`src/rtl/lane_permute_engine_pkg.sv`:
```
// Shared constants, FSM state type and the 5x5 cell permutation used by the
// lane permute engine and anything that needs to model it.
package lane_permute_engine_pkg;

  localparam int DIM     = 5;
  localparam int N_CELLS = DIM * DIM;

  typedef enum logic [1:0] {
    IDLE = 2'd0,
    RUN  = 2'd1,
    DONE = 2'd2
  } pe_state_e;

  // Destination cell of cell i under one forward round; cell 12 maps to itself.
  function automatic int pi_dst(input int i);
    int x, y, xp, yp, nx, ny;
    x  = i % DIM;
    y  = i / DIM;
    xp = (x + 3) % DIM;
    yp = (y + 3) % DIM;
    nx = (yp + 2) % DIM;
    ny = (((2 * xp + 3 * yp) % DIM) + 2) % DIM;
    return DIM * ny + nx;
  endfunction

endpackage

```
`src/rtl/lane_permute_engine_counter.sv`:
```
// Loadable down-counter used as the per-transaction round counter.
module lane_permute_engine_counter #(
  parameter int WIDTH = 5
) (
  input  logic             clk,
  input  logic             rst,
  input  logic             ld_i,
  input  logic [WIDTH-1:0] ld_val_i,
  input  logic             dn_i,
  output logic [WIDTH-1:0] cnt_o
);

  logic [WIDTH-1:0] cnt_q, cnt_d;

  always_comb begin
    cnt_d = cnt_q;
    if (ld_i)                    cnt_d = ld_val_i;
    else if (dn_i && cnt_q != '0) cnt_d = cnt_q - 1'b1;
  end

  always_ff @(posedge clk) begin
    if (rst) cnt_q <= '0;
    else     cnt_q <= cnt_d;
  end

  assign cnt_o = cnt_q;

endmodule

```
`src/rtl/lane_permute_engine_pi_map.sv`:
```
// One round of the cell permutation, forward or inverse; pure wiring plus a
// 2:1 select, so it adds only a mux level to the round path.
module lane_pi_map
  import lane_permute_engine_pkg::*;
#(
  parameter int W = 1
) (
  input  logic [N_CELLS*W-1:0] cur,
  input  logic                 inverse,
  output logic [N_CELLS*W-1:0] next
);

  logic [N_CELLS-1:0][W-1:0] cur_c;
  logic [N_CELLS-1:0][W-1:0] fwd;
  logic [N_CELLS-1:0][W-1:0] inv;

  assign cur_c = cur;

  for (genvar i = 0; i < N_CELLS; i++) begin : g_cell
    localparam int D = pi_dst(i);
    assign fwd[D] = cur_c[i];
    assign inv[i] = cur_c[D];
  end

  assign next = inverse ? inv : fwd;

endmodule

```
`src/rtl/lane_permute_engine.sv`:
```
// Multi-round 5x5 lane permutation engine: accept a state, apply R rounds of
// the forward/inverse map one per clock, then hold the result until taken.
module lane_permute_engine
  import lane_permute_engine_pkg::*;
#(
  parameter  int W          = 1,
  parameter  int MAX_ROUNDS = 24,
  localparam int RW         = $clog2(MAX_ROUNDS + 1)
) (
  input  logic                 clk,
  input  logic                 rst,
  input  logic                 in_valid,
  output logic                 in_ready,
  input  logic [N_CELLS*W-1:0] in_data,
  input  logic [RW-1:0]        in_rounds,
  input  logic                 in_inverse,
  output logic                 out_valid,
  input  logic                 out_ready,
  output logic [N_CELLS*W-1:0] out_data,
  output logic                 busy
);

  pe_state_e             st_q;
  logic [N_CELLS*W-1:0]  data_q;
  logic                  inv_q;
  logic [N_CELLS*W-1:0]  mapped;
  logic [RW-1:0]         rounds_clamped;
  logic [RW-1:0]         cnt;
  logic                  accept;

  assign rounds_clamped = (in_rounds > RW'(MAX_ROUNDS)) ? RW'(MAX_ROUNDS) : in_rounds;
  assign accept         = (st_q == IDLE) && in_valid;

  lane_pi_map #(.W(W)) u_map (
    .cur     (data_q),
    .inverse (inv_q),
    .next    (mapped)
  );

  lane_permute_engine_counter #(.WIDTH(RW)) u_rounds (
    .clk      (clk),
    .rst      (rst),
    .ld_i     (accept),
    .ld_val_i (rounds_clamped),
    .dn_i     (st_q == RUN),
    .cnt_o    (cnt)
  );

  always_ff @(posedge clk) begin
    if (rst) begin
      st_q   <= IDLE;
      data_q <= '0;
      inv_q  <= 1'b0;
    end else begin
      unique case (st_q)
        IDLE: if (in_valid) begin
          data_q <= in_data;
          inv_q  <= in_inverse;
          st_q   <= (rounds_clamped != '0) ? RUN : DONE;
        end
        RUN: begin
          data_q <= mapped;
          if (cnt == RW'(1)) st_q <= DONE;
        end
        DONE: if (out_ready) st_q <= IDLE;
        default: st_q <= IDLE;
      endcase
    end
  end

  // Outputs decode only registered state; out_data is zero outside DONE.
  assign in_ready  = (st_q == IDLE);
  assign out_valid = (st_q == DONE);
  assign busy      = (st_q == RUN) || (st_q == DONE);
  assign out_data  = (st_q == DONE) ? data_q : '0;

endmodule

```
`config.mk`:
```
export PLATFORM = sky130hd
export DESIGN_NAME = lane_permute_engine
export DESIGN_NICKNAME = d
export VERILOG_FILES = /design/src/rtl/lane_permute_engine_pkg.sv /design/src/rtl/lane_permute_engine_counter.sv /design/src/rtl/lane_permute_engine_pi_map.sv /design/src/rtl/lane_permute_engine.sv
export SDC_FILE = /design/constraint.sdc
export NUM_CORES = 1
export LEC_CHECK = 0
export BUFFER_PORTS_ARGS = -buffer_cell sky130_fd_sc_hd__buf_2
export CORE_MARGIN = 5
export CORE_UTILIZATION = 40
export CTS_CLUSTER_SIZE = 12
export DETAILED_ROUTE_END_ITERATION = 10
export GPL_ROUTABILITY_DRIVEN = 0
export HOLD_SLACK_MARGIN = 0.06
export PLACE_DENSITY = 0.65
export SKIP_LAST_GASP = 1
export SLEW_MARGIN = 20
export SYNTH_ARGS = -nofsm -noshare
export SYNTH_HDL_FRONTEND = slang
export SYNTH_SLANG_ARGS = --single-unit
```
`constraint.sdc`:
```
create_clock -name clk -period 5.2 [get_ports clk]
set_input_delay 1.04 -clock clk [delete_from_list [all_inputs] [get_ports clk]]
set_output_delay 1.04 -clock clk [all_outputs]
set_load 0.02 [all_outputs]
```
==> results of run 1 <==
==> final cells by class <==
class	count	area, um2
fillers	486	2350
multi-input cells	176	1260
flip-flops and latches	33	661
repair buffers	64	325
well taps	67	83.8
clock buffers	6	72.6
inverters	6	22.5
clock inverters	2	10.0
==> per-layer routing <==
layer  vias to the layer above  routed length, um  global-route usage (%)
li1                        943                  -                       -
met1                       845               2430                    21.4
met2                        49               2220                    24.5
met3                        10                334                    5.54
met4                         0                 82                    5.07
met5                         -                  0                       0
==> power groups by stage <==
| stage | Sequential (mW) | Clock (mW) | Combinational [mW] |
|---|---|---|---|
| 6_report | 0.449 | 0.188 | 0.575 |
| 3_5_place_dp | 0.453 | 0 | 0.574 |
| 4_1_cts | 0.448 | 0.192 | 0.575 |
| 2_1_floorplan | 0.413 | 0 | 0.478 |
| 5_1_grt | 0.466 | 0.206 | 0.645 |
| 3_3_place_gp | 0.454 | 0 | 0.566 |
==> worst max-delay path, cell delays in order (launching register included) <==
cell     delay [ps]
dfxtp_1         320
inv_1           100
ha_1            610
and2_1          220
buf_2           160
==> logic make-up (layout without fill, tap and decap cells) <==
| group | after synthesis | count (layout) | share of synthesized area [%] |
|---|---|---|---|
| AND/OR/NAND/NOR | 78 | 78 | 21.4 |
| AO/OA/AOI/OAI | 66 | 66 | 23.6 |
| adder cells (fa/ha/maj) | 6 | 6 | 3.74 |
| multiplexers | 26 | 26 | 13.2 |
| flip-flops | 33 | 33 | 32.9 |
| buffers and inverters | 25 | 78 | 5.17 |
==> worst max-delay path by stage <==
stage,end,slack (ps),start,depth (start not counted)
final,out_data[17],2440,st_q[0],4
after global placement,data_q[24],2540,in_valid,4
after CTS,out_data[0],2350,st_q[0],4
after floorplan,out_data[10],2940,st_q[0],4
after detailed placement,data_q[19],2530,st_q[1],5
after global routing,out_data[20],2210,st_q[0],4
==> state kept, by name, indices dropped and copies added (netlist names) <==
signal,count
u_rounds.cnt_o,5
st_q,2
inv_q,1
data_q,25
==> through the flow <==
step	hold slack, ps	instance area, um2	utilization, %	total power, mW	setup WS (ps)
global route	520	2430	50.8	1.32	2210
global placement	477	2340	49.0	1.02	2540
CTS	497	2430	50.7	1.22	2350
floorplan	454	2010	-	0.892	2940
finish	498	2430	50.8	1.21	2440
detailed placement	479	2340	49.0	1.03	2530
==> cells in the mapped netlist, types with 3 or more instances <==
cell type   n  share of area, %
clkbuf_1    9               1.7
inv_1       6               1.1
mux2i_1    25                12
dfxtp_1    33                33
ha_1        6               3.7
a22o_1     24                10
a21oi_1    30               7.5
buf_2       8               2.0
nor2_1     30               5.6
nand2_1     5              0.93
nand3_1     3              0.75
and2_1     26               8.1
==> impl_metrics.ini, run 1 <==
[hold_path]
worst_hold_startpoint = data_q[12]
min_to = data_q[12]
holdCritPathClass = register to register
min_path_cells = 2

[cts]
cts_hold_buf = 0
clk_root_buffer_cell = clkbuf_8
cts_setup_buffers = 0
htree_levels = 2
tritoncts = built
cts_resized = 0
worstSkewPairLatency_ps = 290
path_clk_slew_ps = 70
clockBufferDepth = 2
numCtsBuffers = 5
cts.sinks = 33

[worst_setup_path]
startpoint_type = register
arrival_ps = 1720
path_class = register to output pin
timing.rr.start = st_q[1]
required_ps = 4160
rrSetupSlack_ps = 2730
reg2reg_to = data_q[24]
r2r_cells = 5
cp-end-kind = output pin
cp_max_fo = 27

[power_and_ir_drop]
powerDensity_mw_per_mm2 = 498
p_comb_share_pct = 47.4
p_sw_uw = 520
seqPwrFrac_pct = 37.1
p_int_uw = 693
p_clk_share_pct = 15.5
ir_drop_v = 0.000162
switching_share_pct = 42.9
leakage_nw = 1.07

[synth]
yosysSeqAreaShare_pct = 32.9
post_synth_num_cell_types = 35
ys_ff_latch = 33
synth-edff-count = 0
synth.avg_cell_area_um2 = 8.59
yosys_warnings = 0
synthCells = 234
synth.cell_area_mm2 = 0.00201
async_flop_share_pct = 0
synthesis.nets = 275
synth_ff_type = dfxtp_1

[sta]
fin_crit_sh_pct = 53.0
final-max-slew-violation-count = 0
worst_pin_slew_ps = 1020
setup_viol = 0
slew_headroom_pct = 32.1
finalHoldViolCount = 0
clock_skew_ps = 3.63
period_minus_slack_ps = 2760
rsz0062_at_grt = false
tns_ps = 0
fmax_mhz = 363

[routing]
vias = 1847
avgRoutedWirePerCell_um = 14.3
first_iter_violations = 94
detail-route-antenna-nets = 0
avgViaCountPerCell = 5.22
routed_wirelength_um = 5060
drc = 0
drt_pass1_iterations = 4

[layout]
syn_to_final_growth_pct = 21.1
drive_above_1_share_pct = 27.2
layout_common_cells = buf_2 (62), dfxtp_1 (33), nor2_1 (30), a21oi_1 (29), and2_1 (26)
final_cells = 354
mostFrequentLayoutCell = buf_2
n_antenna_cell = 0
nNetsFinal = 327

[global_routing]
grt_usage_pct = 16.1
gr-total-overflow = 0
grt_max_degree = 62
antenna_found_initial = 0
grt_pass1_wl_um = 8200
grt_pass1_vias = 1732

[die]
initial_core_util_pct = 42.0
rows = 25
die_x_um = 80.9
die-area_mm2 = 0.00654
core-area_mm2 = 0.00479
die_y_um = 80.9
num_io_pins = 63

[job]
maxCapViolCount = 0

[status]
outcome = completed

[placed_design]
dpl.hpwl_um = 3540
placed_cells = 346
numPortBuffers = 62
Note: power is estimated with default switching activity, not from simulation.
==> run 2: changes to the inputs <==
--- a/config.mk
+++ b/config.mk
@@ -5,6 +5,7 @@
 export SDC_FILE = /design/constraint.sdc
 export NUM_CORES = 1
 export LEC_CHECK = 0
+export ABC_AREA = 1
 export BUFFER_PORTS_ARGS = -buffer_cell sky130_fd_sc_hd__buf_2
 export CORE_MARGIN = 5
 export CORE_UTILIZATION = 40
@@ -12,7 +13,7 @@
 export DETAILED_ROUTE_END_ITERATION = 10
 export GPL_ROUTABILITY_DRIVEN = 0
 export HOLD_SLACK_MARGIN = 0.06
-export PLACE_DENSITY = 0.65
+export PLACE_DENSITY = 0.67
 export SKIP_LAST_GASP = 1
 export SLEW_MARGIN = 20
 export SYNTH_ARGS = -nofsm -noshare
==> constraint.sdc (replaced) <==
create_clock -name clk -period 2.23 [get_ports clk]
set_input_delay 0.446 -clock clk [delete_from_list [all_inputs] [get_ports clk]]
set_output_delay 0.446 -clock clk [all_outputs]
set_load 0.02 [all_outputs]
==> run 2 against run 1 <==
  * Register-to-register slack lost 2300 ps
  * Highest routed layer unchanged
  * Combinational power grew to 2.5 times the previous value
  * Design area grew 2.7%
  * Critical path type unchanged
  * Sequential power grew 140%
  * Synthesized cell count grew 43%
  * Critical endpoint is now out_data[15]
  * Sequential share of layout area shrank 0.72 points
  * Clock power grew 130%
==> impl_metrics.ini, run 2 <==
[status]
outcome = completed

[die]
initial_core_util_pct = 40.9
num_io_pins = 63
die-area_mm2 = 0.00669
rows = 26
die_y_um = 81.8
core-area_mm2 = 0.00504
die_x_um = 81.8

[worst_setup_path]
arrival_ps = 1490
slowest_delay_ps = 320
startpoint_type = register
crit_path_frequent_cell = inv_1
rrSetupSlack_ps = 420
required_ps = 1780
path_cells = inv_1 -> ha_1 -> buf_4 -> nand2_1 -> inv_1 -> buf_2
crit_family = buffers and inverters
crit_path_top_delay_cell = dfxtp_1
path_class = register to output pin
cp_max_fo = 25
cp_num_buf_inv = 4
cp-end-kind = output pin

[global_routing]
grt_pass1_wl_um = 9260
antenna_found_initial = 0
grt_pass1_vias = 2018
grt_usage_pct = 17.3
grt_max_degree = 52
gr-total-overflow = 0

[cts]
cts_hold_buf = 0
clk_root_buffer_cell = clkbuf_8
tritoncts = built
numCtsBuffers = 5
cts_setup_buffers = 0
worstSkewPairLatency_ps = 280
path_clk_slew_ps = 70
cts_resized = 0
clockBufferDepth = 2
htree_levels = 2
cts.sinks = 33

[routing]
first_iter_violations = 171
routed_wirelength_um = 5480
drc = 0
vias = 2208
avgRoutedWirePerCell_um = 12.0
drt_pass1_iterations = 4
avgViaCountPerCell = 4.82
detail-route-antenna-nets = 0

[layout]
nNetsFinal = 428
mostFrequentLayoutCell = nand2_1
regArea_um2 = 661
nFillCells = 527
final_cells = 458
largest_reg_flops = 25
syn_to_final_growth_pct = 21.3
drive_above_1_share_pct = 20.4
multi_input_area_mm2 = 0.00109
n_antenna_cell = 0
layout_common_cells = nand2_1 (77), buf_2 (62), inv_1 (52), dfxtp_1 (33)
regMostFlops = data_q

[sta]
setup_viol = 0
period_minus_slack_ps = 1930
finalHoldViolCount = 0
rsz0062_at_grt = false
final-max-slew-violation-count = 0
tns_ps = 0
clock_skew_ps = 4.34
fin_crit_sh_pct = 86.7
fmax_mhz = 517
worst_pin_slew_ps = 489
slew_headroom_pct = 67.4

[synth]
synth_area_leader_cell = dfxtp_1
ys_ff_latch = 33
synthCells = 335
yosys-top-cells-count = nand2_1 (77), inv_1 (52), dfxtp_1 (33), o21ai_0 (26), o21ai_1 (26)
synth_ff_type = dfxtp_1
yosys_warnings = 0
synth-edff-count = 0
synthesis.nets = 376
synth.cell_area_mm2 = 0.00206
yosysSeqAreaShare_pct = 32.1
async_flop_share_pct = 0
yosysTopAreaCellShare_pct = 32.1
synth.avg_cell_area_um2 = 6.15
yosysMostFrequentCell = nand2_1
synth_area_leaders = dfxtp_1 (32%), nand2_1 (14%), inv_1 (9.5%)
post_synth_num_cell_types = 20

[placed_design]
numPortBuffers = 62
placed_cells = 449
dpl.hpwl_um = 3910

[power_and_ir_drop]
powerDensity_mw_per_mm2 = 1180
ir_drop_v = 0.000453
leakage_nw = 1.40

[hold_path]
holdCritPathClass = input pin to register

[job]
maxCapViolCount = 0
-- run 2: changes by cell type after synthesis, moves of 24 or more --
cell,delta
a22o_1,-24
a31oi_1,+24
and2_1,-26
inv_1,+46
mux2i_1,-25
nand2_1,+72
o21ai_0,+26
o21ai_1,+24
-- run 2: kinds of logic after synthesis --
| logic type | synth area share, % |
|---|---|
| and+or+nand+nor | 22.0 |
| AOI/OAI and AO/OA | 26.7 |
| buffers and inverters | 15.2 |
| DFF | 32.1 |
| adders and majority gates | 3.64 |
| xor gates and xnor gates | 0.425 |
-- run 2: per-stage QoR --
stage	power (mW)	hold WS, ps	instance area [um2]	setup WS, ps	utilization [%]
2_1_floorplan	2.15	450	2060	378	-
3_3_place_gp	2.46	468	2390	310	47.4
3_5_place_dp	2.48	481	2390	242	47.4
4_1_cts	2.92	415	2470	232	49.0
5_1_grt	3.23	418	2500	184	49.6
6_report	2.95	425	2500	296	49.6
-- run 2: worst paths after layout --
path | startpoint | endpoint | cells past startpoint
max | st_q[0] | out_data[15] | 6
min | in_data[7] | data_q[7] | 3
max reg2reg | st_q[1] | data_q[8] | 7
min reg2reg | data_q[12] | data_q[12] | 2
-- run 2: tightest hold or removal path, stage by stage --
cell	delay (ps)
buf_2	90
nand2_1	50
a31oi_1	70
-- run 2: metal layers --
layer	up-vias	share of wire, %	GRT usage, %	wire length (um)
met5	-	0	0	0
met1	954	49	23.4	2690
met3	2	6.4	5.15	352
li1	1192	-	-	-
met2	60	44	26.4	2410
met4	0	0.35	5.32	19
-- run 2: final cells by class --
class,instances,share of cell area [%]
clock buffer,6,2.90
timing repair buffer,67,14.7
clock inverter,2,0.400
multi-input combinational,225,43.8
sequential,33,26.4
tap,70,3.50
inverter,55,8.26
-- run 2: where the power goes --
part / switching [mW] / internal, mW
Clock: 0.216 / 0.216
Combinational: 0.941 / 0.517
Sequential: 0.228 / 0.831
Total: 1.39 / 1.56
